==> src/rtl/hart_port_arbiter.sv <==
// hart_port_arbiter: request-aware round-robin owner of the shared memory/MMU port with quantum and hand-over gap.
// Define ARB_STATS_EN to add the per-hart r_grant_cnt grant counters.
module hart_port_arbiter #(
    parameter int N_HARTS    = 2,
    parameter int QUANTUM    = 4,
    parameter int SWITCH_GAP = 1,
    localparam int SELW      = (N_HARTS > 1) ? $clog2(N_HARTS) : 1
) (
    input  logic               CLK,
    input  logic               RST,
    input  logic [N_HARTS-1:0] w_req,
    input  logic [N_HARTS-1:0] w_safe,
    input  logic               w_hold,
    input  logic               w_busy,
    output logic [SELW-1:0]    r_sel,
    output logic [N_HARTS-1:0] w_grant,
    output logic [N_HARTS-1:0] w_core_busy,
    output logic               r_switch
`ifdef ARB_STATS_EN
    ,
    output logic [32*N_HARTS-1:0] r_grant_cnt
`endif
);
    localparam int QW = (QUANTUM > 1) ? $clog2(QUANTUM) : 1;
    localparam logic [QW-1:0] QMAX = QW'(QUANTUM - 1);

    typedef enum logic {OWN, GAP} state_e;

    state_e          state_q, state_d;
    logic [SELW-1:0] sel_q, sel_d, nxt_q, nxt_d, cand;
    logic [QW-1:0]   q_q, q_d;
    logic [3:0]      gap_q, gap_d;
    logic            switch_q, switch_d;
    logic            has_cand, qc, commit;

    // Descending scan so the nearest requester after the owner wins.
    always_comb begin
        logic [SELW-1:0] idx;
        idx      = '0;
        cand     = '0;
        has_cand = 1'b0;
        for (int i = N_HARTS - 1; i >= 1; i--) begin
            idx = SELW'((int'(sel_q) + i) % N_HARTS);
            if (w_req[idx]) begin
                cand     = idx;
                has_cand = 1'b1;
            end
        end
    end

    assign qc     = (state_q == OWN) && w_safe[sel_q] && !w_hold && !w_busy;
    assign commit = qc && has_cand && ((q_q == QMAX) || !w_req[sel_q]);

    always_comb begin
        state_d  = state_q;
        sel_d    = sel_q;
        nxt_d    = nxt_q;
        q_d      = q_q;
        gap_d    = gap_q;
        switch_d = 1'b0;
        if (state_q == OWN) begin
            if (commit) begin
                nxt_d = cand;
                q_d   = '0;
                if (SWITCH_GAP == 0) begin
                    sel_d    = cand;
                    switch_d = 1'b1;
                end else begin
                    state_d = GAP;
                    gap_d   = 4'(SWITCH_GAP - 1);
                end
            end else if (qc) begin
                q_d = (q_q == QMAX) ? q_q : q_q + 1'b1;
            end
        end else if (gap_q == 4'd0) begin
            state_d  = OWN;
            sel_d    = nxt_q;
            switch_d = 1'b1;
        end else begin
            gap_d = gap_q - 4'd1;
        end
    end

    always_ff @(posedge CLK) begin
        if (RST) begin
            state_q  <= OWN;
            sel_q    <= '0;
            nxt_q    <= '0;
            q_q      <= '0;
            gap_q    <= '0;
            switch_q <= 1'b0;
        end else begin
            state_q  <= state_d;
            sel_q    <= sel_d;
            nxt_q    <= nxt_d;
            q_q      <= q_d;
            gap_q    <= gap_d;
            switch_q <= switch_d;
        end
    end

    always_comb begin
        w_grant     = '0;
        w_core_busy = '1;
        if (state_q == OWN) begin
            w_grant[sel_q]     = 1'b1;
            w_core_busy[sel_q] = w_busy;
        end
    end

    assign r_sel    = sel_q;
    assign r_switch = switch_q;

`ifdef ARB_STATS_EN
    always_ff @(posedge CLK) begin
        if (RST)
            r_grant_cnt <= '0;
        else if (switch_q)
            r_grant_cnt[32*sel_q +: 32] <= r_grant_cnt[32*sel_q +: 32] + 32'd1;
    end
`endif
endmodule

==> config.mk <==
export PLATFORM = sky130hd
export DESIGN_NAME = hart_port_arbiter
export DESIGN_NICKNAME = d
export VERILOG_FILES = /design/src/rtl/hart_port_arbiter.sv
export SDC_FILE = /design/constraint.sdc
export NUM_CORES = 1
export LEC_CHECK = 0
export CAP_MARGIN = 20
export CORE_UTILIZATION = 41
export DETAILED_ROUTE_END_ITERATION = 8
export GPL_TIMING_DRIVEN = 1
export MAX_ROUTING_LAYER = met4
export PLACE_DENSITY = 0.71
export RECOVER_POWER = 25
export SLEW_MARGIN = 10
export SYNTH_ARGS = -nofsm -noshare
export SYNTH_HDL_FRONTEND = slang
export SYNTH_SLANG_ARGS = --single-unit
==> constraint.sdc <==
create_clock -name CLK -period 1.5 [get_ports CLK]
set_input_delay 0.225 -clock CLK [delete_from_list [all_inputs] [get_ports CLK]]
set_output_delay 0.225 -clock CLK [all_outputs]
set_load 0.02 [all_outputs]
==> metrics <==
gp weighted congestion=about 0.69; count of final setup violators=0; Seq/Total Area, Yosys=0.352; mux share of post-synthesis cell area=0.0352; RSZ-0062 raised after global routing=true; Final #Nets=104; ANT cells=0; worst setup path category=reg -> reg; Tmin final=1.47 ns; met3 wire length=44 um; R2R depth=6; Tot GR Track Use=0.191; status=finished clean; Synth area leaders=dfxtp_1 (35%), ha_1 (6.6%), a21oi_1 (5.3%); number of buffers created by CTS=3; Final ANT Viol Nets=0; hold path depth=2; fin util=0.661; Vias/cell=5.07; Die ar.=1540 sq um; Ports=14; site row count=13; P_leak=~0.00033 uW; Initial Util=0.437; setup slack, reg-to-reg=0.03 ns; Layout Skew=0.00463 ns; Power Density=592 nW/um^2; IO buf count=13; VDD IR max=between 0.6 and 0.7 mV; Die Width=39.2 um; Max Clock Freq=around 700 MHz; Synth warnings=0; largest net degree at the start of global routing=10; reg-to-reg startpoint=gap_q[0]$_SDFFE_PP0P_; worst stage delay on the critical path=0.35 ns; DR top layer=met3; Critical Path RT=between 1.5 and 2 ns; mapped cell area=568 sq um; register bit total from synthesis=10; period utilization=0.977; GRT Residual Overflow=0; global-route wire length before repair=1900 um; Worst setup SP type=flop; Die Y=39.2 um; Compound-Gate Fraction of Synth Area=0.156; Hold Path Class=reg -> reg; 1st-pass router iterations=3; Max Slew Vio Count=0; root buf cell=clkbuf_4; met2 WL post-DR=585 um; Post-Syn Instances=between 60 and 70; hold path endpoint=r_sel$_SDFFE_PP0P_; clock sink count=10; RR Endpoint=gap_q[0]$_SDFFE_PP0P_; Mean Syn Cell Area=8.61 sq um; number of max-cap violations=0; WL final=~1200 um; initial DRC count=7; area fraction of the dominant cell type after synthesis=0.352; post-synthesis xor/xnor area fraction=0; WL/cell=11.4 um; Slew HR=0.795; Post-Syn Nets=77; Critical-path top delay cell=dfxtp_2; worst-skew pair later-pin latency=0.26 ns; Worst EP arrival=1.61 ns; crit path capture type=flop; CTS tree=done; unique cell type count in the Yosys netlist=30; clock transition at the registers of the reported paths=0.06 ns; dpl hpwl=907 um; Via Count=~540; vias in the first global route=approximately 440; placed cell areas=781 sq um; final hold viol count=0; Total Power=509 uW; main combinational cell family by area after synthesis=simple AND/OR/NAND/NOR gates; layout cell share with drive strength beyond 1=0.396; Post-Synth Simple-Gate Area=0.324; initial antenna violation count=0; DRC viols=0; Core ar.=1300 sq um; final instance area=between 800 and 900 sq um; H-tree lvl count=1; Crit Path Max Fanout=4; Synth Area in Adders=0.0661; post-CTS setup buffer count=0; largest area contributor in the netlist=dfxtp_1; crit-path cells=inv_2, ha_4, nor3b_2, or2b_1, o21a_1, a31o_2; Longest Clk Path Bufs=2; Hold Path Origin=nxt_q$_SDFFE_PP0P_; Hold WS=about 0.47 ns; Tightest Pin Transition=0.307 ns; DRT met1 WL=578 um; layout overhead on the synthesized area=51.3%
[power by group]
part	internal, uW	switching, uW
clock	92.1	81.2
sequential	268	1.43
combinational	36.5	29.8
total	396	112
[cells by family (layout without fill, tap and decap cells)]
logic type	after synthesis	in the layout
flops	10	10
simple gates	31	31
compound gates	14	14
fa+ha+maj	3	3
mux	2	2
buf+inv	6	31
[flip-flops by register name (all words and copies together) (netlist names)]
name and flops:
gap_q 4, nxt_q 1, q_q 2, r_sel 1, r_switch 1, state_q 1
[critical path, delay by kind of cell (launching register included)]
| family | cells | cell delay, ns |
|---|---|---|
| compound gates | 2 | 0.37 |
| fa+ha+maj | 1 | 0.15 |
| buf+inv | 1 | 0.05 |
| flops | 1 | 0.35 |
| simple gates | 2 | 0.44 |
[Yosys cell counts]
cell type	number
inv_1	3
o21a_1	1
o2bb2ai_1	1
nor2_1	5
nand2b_1	4
nor3b_1	1
nand2_1	4
or3b_1	1
a211oi_1	1
o211ai_1	1
a32oi_1	1
clkbuf_1	1
a31o_2	1
nor2b_1	1
or3_4	1
and2b_2	1
or2_2	1
o21ai_0	2
ha_1	3
nor3_1	4
or3_2	1
or4b_2	1
mux2i_1	2
nand3b_1	1
buf_6	2
dfxtp_1	10
nand3_1	3
a21oi_1	6
or2_4	1
or2b_1	1
[placed cells by master, fill, tap and decap left out, types with 2 or more instances in the layout]
cell type / synthesis / layout
nand2b_1: 4 / 4
nor2_1: 5 / 4
or2_4: 1 / 2
a21oi_2: 0 / 2
nand2_1: 4 / 4
a21oi_1: 6 / 4
nand3_1: 3 / 3
nor3_1: 4 / 3
mux2i_1: 2 / 2
ha_1: 3 / 2
inv_2: 0 / 2
dlygate4sd2_1: 0 / 5
buf_4: 0 / 11
dfxtp_1: 10 / 7
clkdlybuf4s50_1: 0 / 6
dfxtp_2: 0 / 3
clkbuf_4: 0 / 3
[per-stage QoR]
| step | worst slack, ns | std cells | setup TNS [ns] |
|---|---|---|---|
| floorplan | -0.00856 | 66 | -0.00856 |
| global placement | -0.348 | 103 | -2.64 |
| detailed placement | -0.373 | 103 | -2.80 |
| CTS | -0.0261 | 106 | -0.0261 |
| global route | -0.00898 | 106 | -0.00898 |
| finish | 0.0341 | 106 | 0 |
[final cells by class]
| type | count | area (sq um) |
|---|---|---|
| Inverter | 3 | 11.3 |
| Tap cell | 15 | 18.8 |
| Timing Repair Buffer | 25 | 213 |
| Multi-Input combinational cell | 50 | 390 |
| Fill cell | 126 | 442 |
| Clock buffer | 3 | 22.5 |
| Sequential cell | 10 | 204 |
[metal layers]
layer | GRT usage | vias to the layer above
met1 | 0.260 | 241
li1 | - | 289
met2 | 0.250 | 7
met3 | 0.104 | 0
met5 | - | -
met4 | 0.0259 | 0
[worst max path at each step]
stage | start | endpoint | slack [ns] | cells after the start
after floorplan | state_q$_SDFF_PP0_ | nxt_q$_SDFFE_PP0P_ | -0.009 | 5
after global placement | w_busy | nxt_q$_SDFFE_PP0P_ | -0.35 | 5
after detailed placement | w_busy | nxt_q$_SDFFE_PP0P_ | -0.37 | 5
after CTS | state_q$_SDFF_PP0_ | w_core_busy[0] | -0.03 | 2
after global routing | gap_q[0]$_SDFFE_PP0P_ | gap_q[0]$_SDFFE_PP0P_ | -0.009 | 6
final | gap_q[0]$_SDFFE_PP0P_ | gap_q[0]$_SDFFE_PP0P_ | 0.03 | 6
[timing repair]
action	4_1_cts	5_1_grt
hold buffers	0	0
hold endpoints to repair	0	0
pin swaps	3	5
setup endpoints to repair	13	7
gates resized for setup	15	15
No activity file was read; power rests on OpenSTA's default activity.
==> variant, RTL diff (same flow settings) <==
Build with the macro `ARB_STATS_EN` defined.
--- a/src/rtl/hart_port_arbiter.sv
+++ b/src/rtl/hart_port_arbiter.sv
@@ -1,5 +1,7 @@
 // hart_port_arbiter: request-aware round-robin owner of the shared memory/MMU port with quantum and hand-over gap.
 // Define ARB_STATS_EN to add the per-hart r_grant_cnt grant counters.
+`define ARB_STATS_EN
+
 module hart_port_arbiter #(
     parameter int N_HARTS    = 2,
     parameter int QUANTUM    = 4,
Check against the original RTL (old outputs only; new: r_grant_cnt): equivalent (Yosys induction, for registers that start in step).
==> variant against the unedited design <==
- the flow now finishes with violations (negative setup slack)
- total power grew to 7.4 times the old value
- cell count rose to 7.1 times the old value
- clock power grew to 9.9 times the old value
- worst setup slack worse by 0.63 ns
- area after synthesis rose to 6.4 times the old value
- sequential cell count rose by 64
- wire length grew to 9.6 times the old value
- design area rose to 6.8 times the old value
- via count rose to 7.6 times the old value
- clock skew is 0.0023 ns higher
- count of clock-buffer cells in the layout rose by 7
- critical path type unchanged
==> variant: results (changes against the unedited design) <==
| Metric | Value |
|---|---|
| Largest net degree at the start of global routing | 46 (+36) |
| First-pass GRT wire length | 18.9 mm (+890%) |
| Rows | 33 (+20) |
| Layout cells sized above 1 | 0.310 (-0.0854) |
| Seq/Total Area, Yosys | 0.408 (+0.0560) |
| Port Buf Inserts | 77 (+64) |
| Worst Slack Setup Final | -0.600 ns (-0.634 ns) |
| Routed WL | 11.6 mm (+860%) |
| Pre-CTS setup slack | -0.635 ns (-0.262 ns) |
| Length of routed met3 wiring | 612 um (+1300%) |
| Sequential portion of the cell area | 0.256 (+0.0189) |
| Total CTS buffers | 9 (+6) |
| Synth top cells by count | dfxtp_1, nor2_1, nand2_1 |
| H-tree lvl count | 3 (+2) |
| Fill count | 684 (+440%) |
| Placer's final routability congestion estimate | 0.909 (+31%) |
| Failing checks | negative setup slack |
| # nets final | 655 (+530%) |
| Placed cell area | 0.00549 mm2 (+600%) |
| GR Util All Layers | 0.274 (+0.0828) |
| Finish-stage setup viols | 66 (+66) |
| Post-CTS setup buffers | 1 (+1) |
| Synth cell types | 40 (+33%) |
| Clock network area share | 0.0374 (+0.0112) |
| DR top layer | met4 |
| Met3 Use GR | 0.0521 (-0.0519) |
| Vias in the first global route | 4061 (+830%) |
| Final Skew | 0.00693 ns (+0.00229 ns) |
| Setup tns final | -21.99 ns (-21.99 ns) |
| Worst Path Arrival | 2.39 ns (+0.78 ns) |
| Hold Path End | r_grant_cnt[53]$_SDFFE_PP0P_ |
| Mapped Nets | 456 (+490%) |
| Worst Hold Class | in2reg |
| Placed insts | 735 (+610%) |
| Synth top area cells | dfxtp_1, xor2_1, nor2_1 |
| Via density per instance | 5.42 (+7.0%) |
| Register area | 0.00149 mm2 (+630%) |
| Status | finished, violations left |
| Multi-input logic area | 0.00223 mm2 (+470%) |
| Slew @ Worst Pin | 0.502 ns (+0.195 ns) |
| Clock Tree Root | clkbuf_8 |
| Cts repair resizes | 104 (+89) |
| Met2 WL | 5.78 mm (+890%) |
| Sw Share | 0.214 (-0.00699) |
| Routed len/inst | 15.3 um (+35%) |
| Clk_buf instances | 10 (+7) |
-- variant: changes by cell type in the layout (fill, tap and decap cells not counted), sizes merged, moves of 25 or more --
| cell | change |
|---|---|
| nor2 | +43 |
| nand2 | +39 |
| buf | +121 |
| dfxtp | +64 |
| nand3 | +28 |
| a21oi | +29 |
| dlygate4sd2 | +57 |
| xor2 | +25 |
-- variant: power groups by stage --
stage / clock [mW] / combinational (mW) / sequential (mW)
final: 1.72 / 0.0886 / 1.97
after global routing: 1.85 / 0.0955 / 1.97
after CTS: 1.75 / 0.0875 / 1.97
after detailed placement: 0 / 0.0850 / 2.01
after global placement: 0 / 0.0824 / 2.01
after floorplan: 0 / 0.0444 / 2.01
-- variant: cell families after synthesis --
kind of cell	count (synthesis)	synth area share
XOR/XNOR	34	0.0821
flip-flops	74	0.408
adder cells (fa/ha/maj)	4	0.0138
AND/OR/NAND/NOR	212	0.305
multiplexers	8	0.0238
AO/OA/AOI/OAI	84	0.133
buffers and inverters	28	0.0341
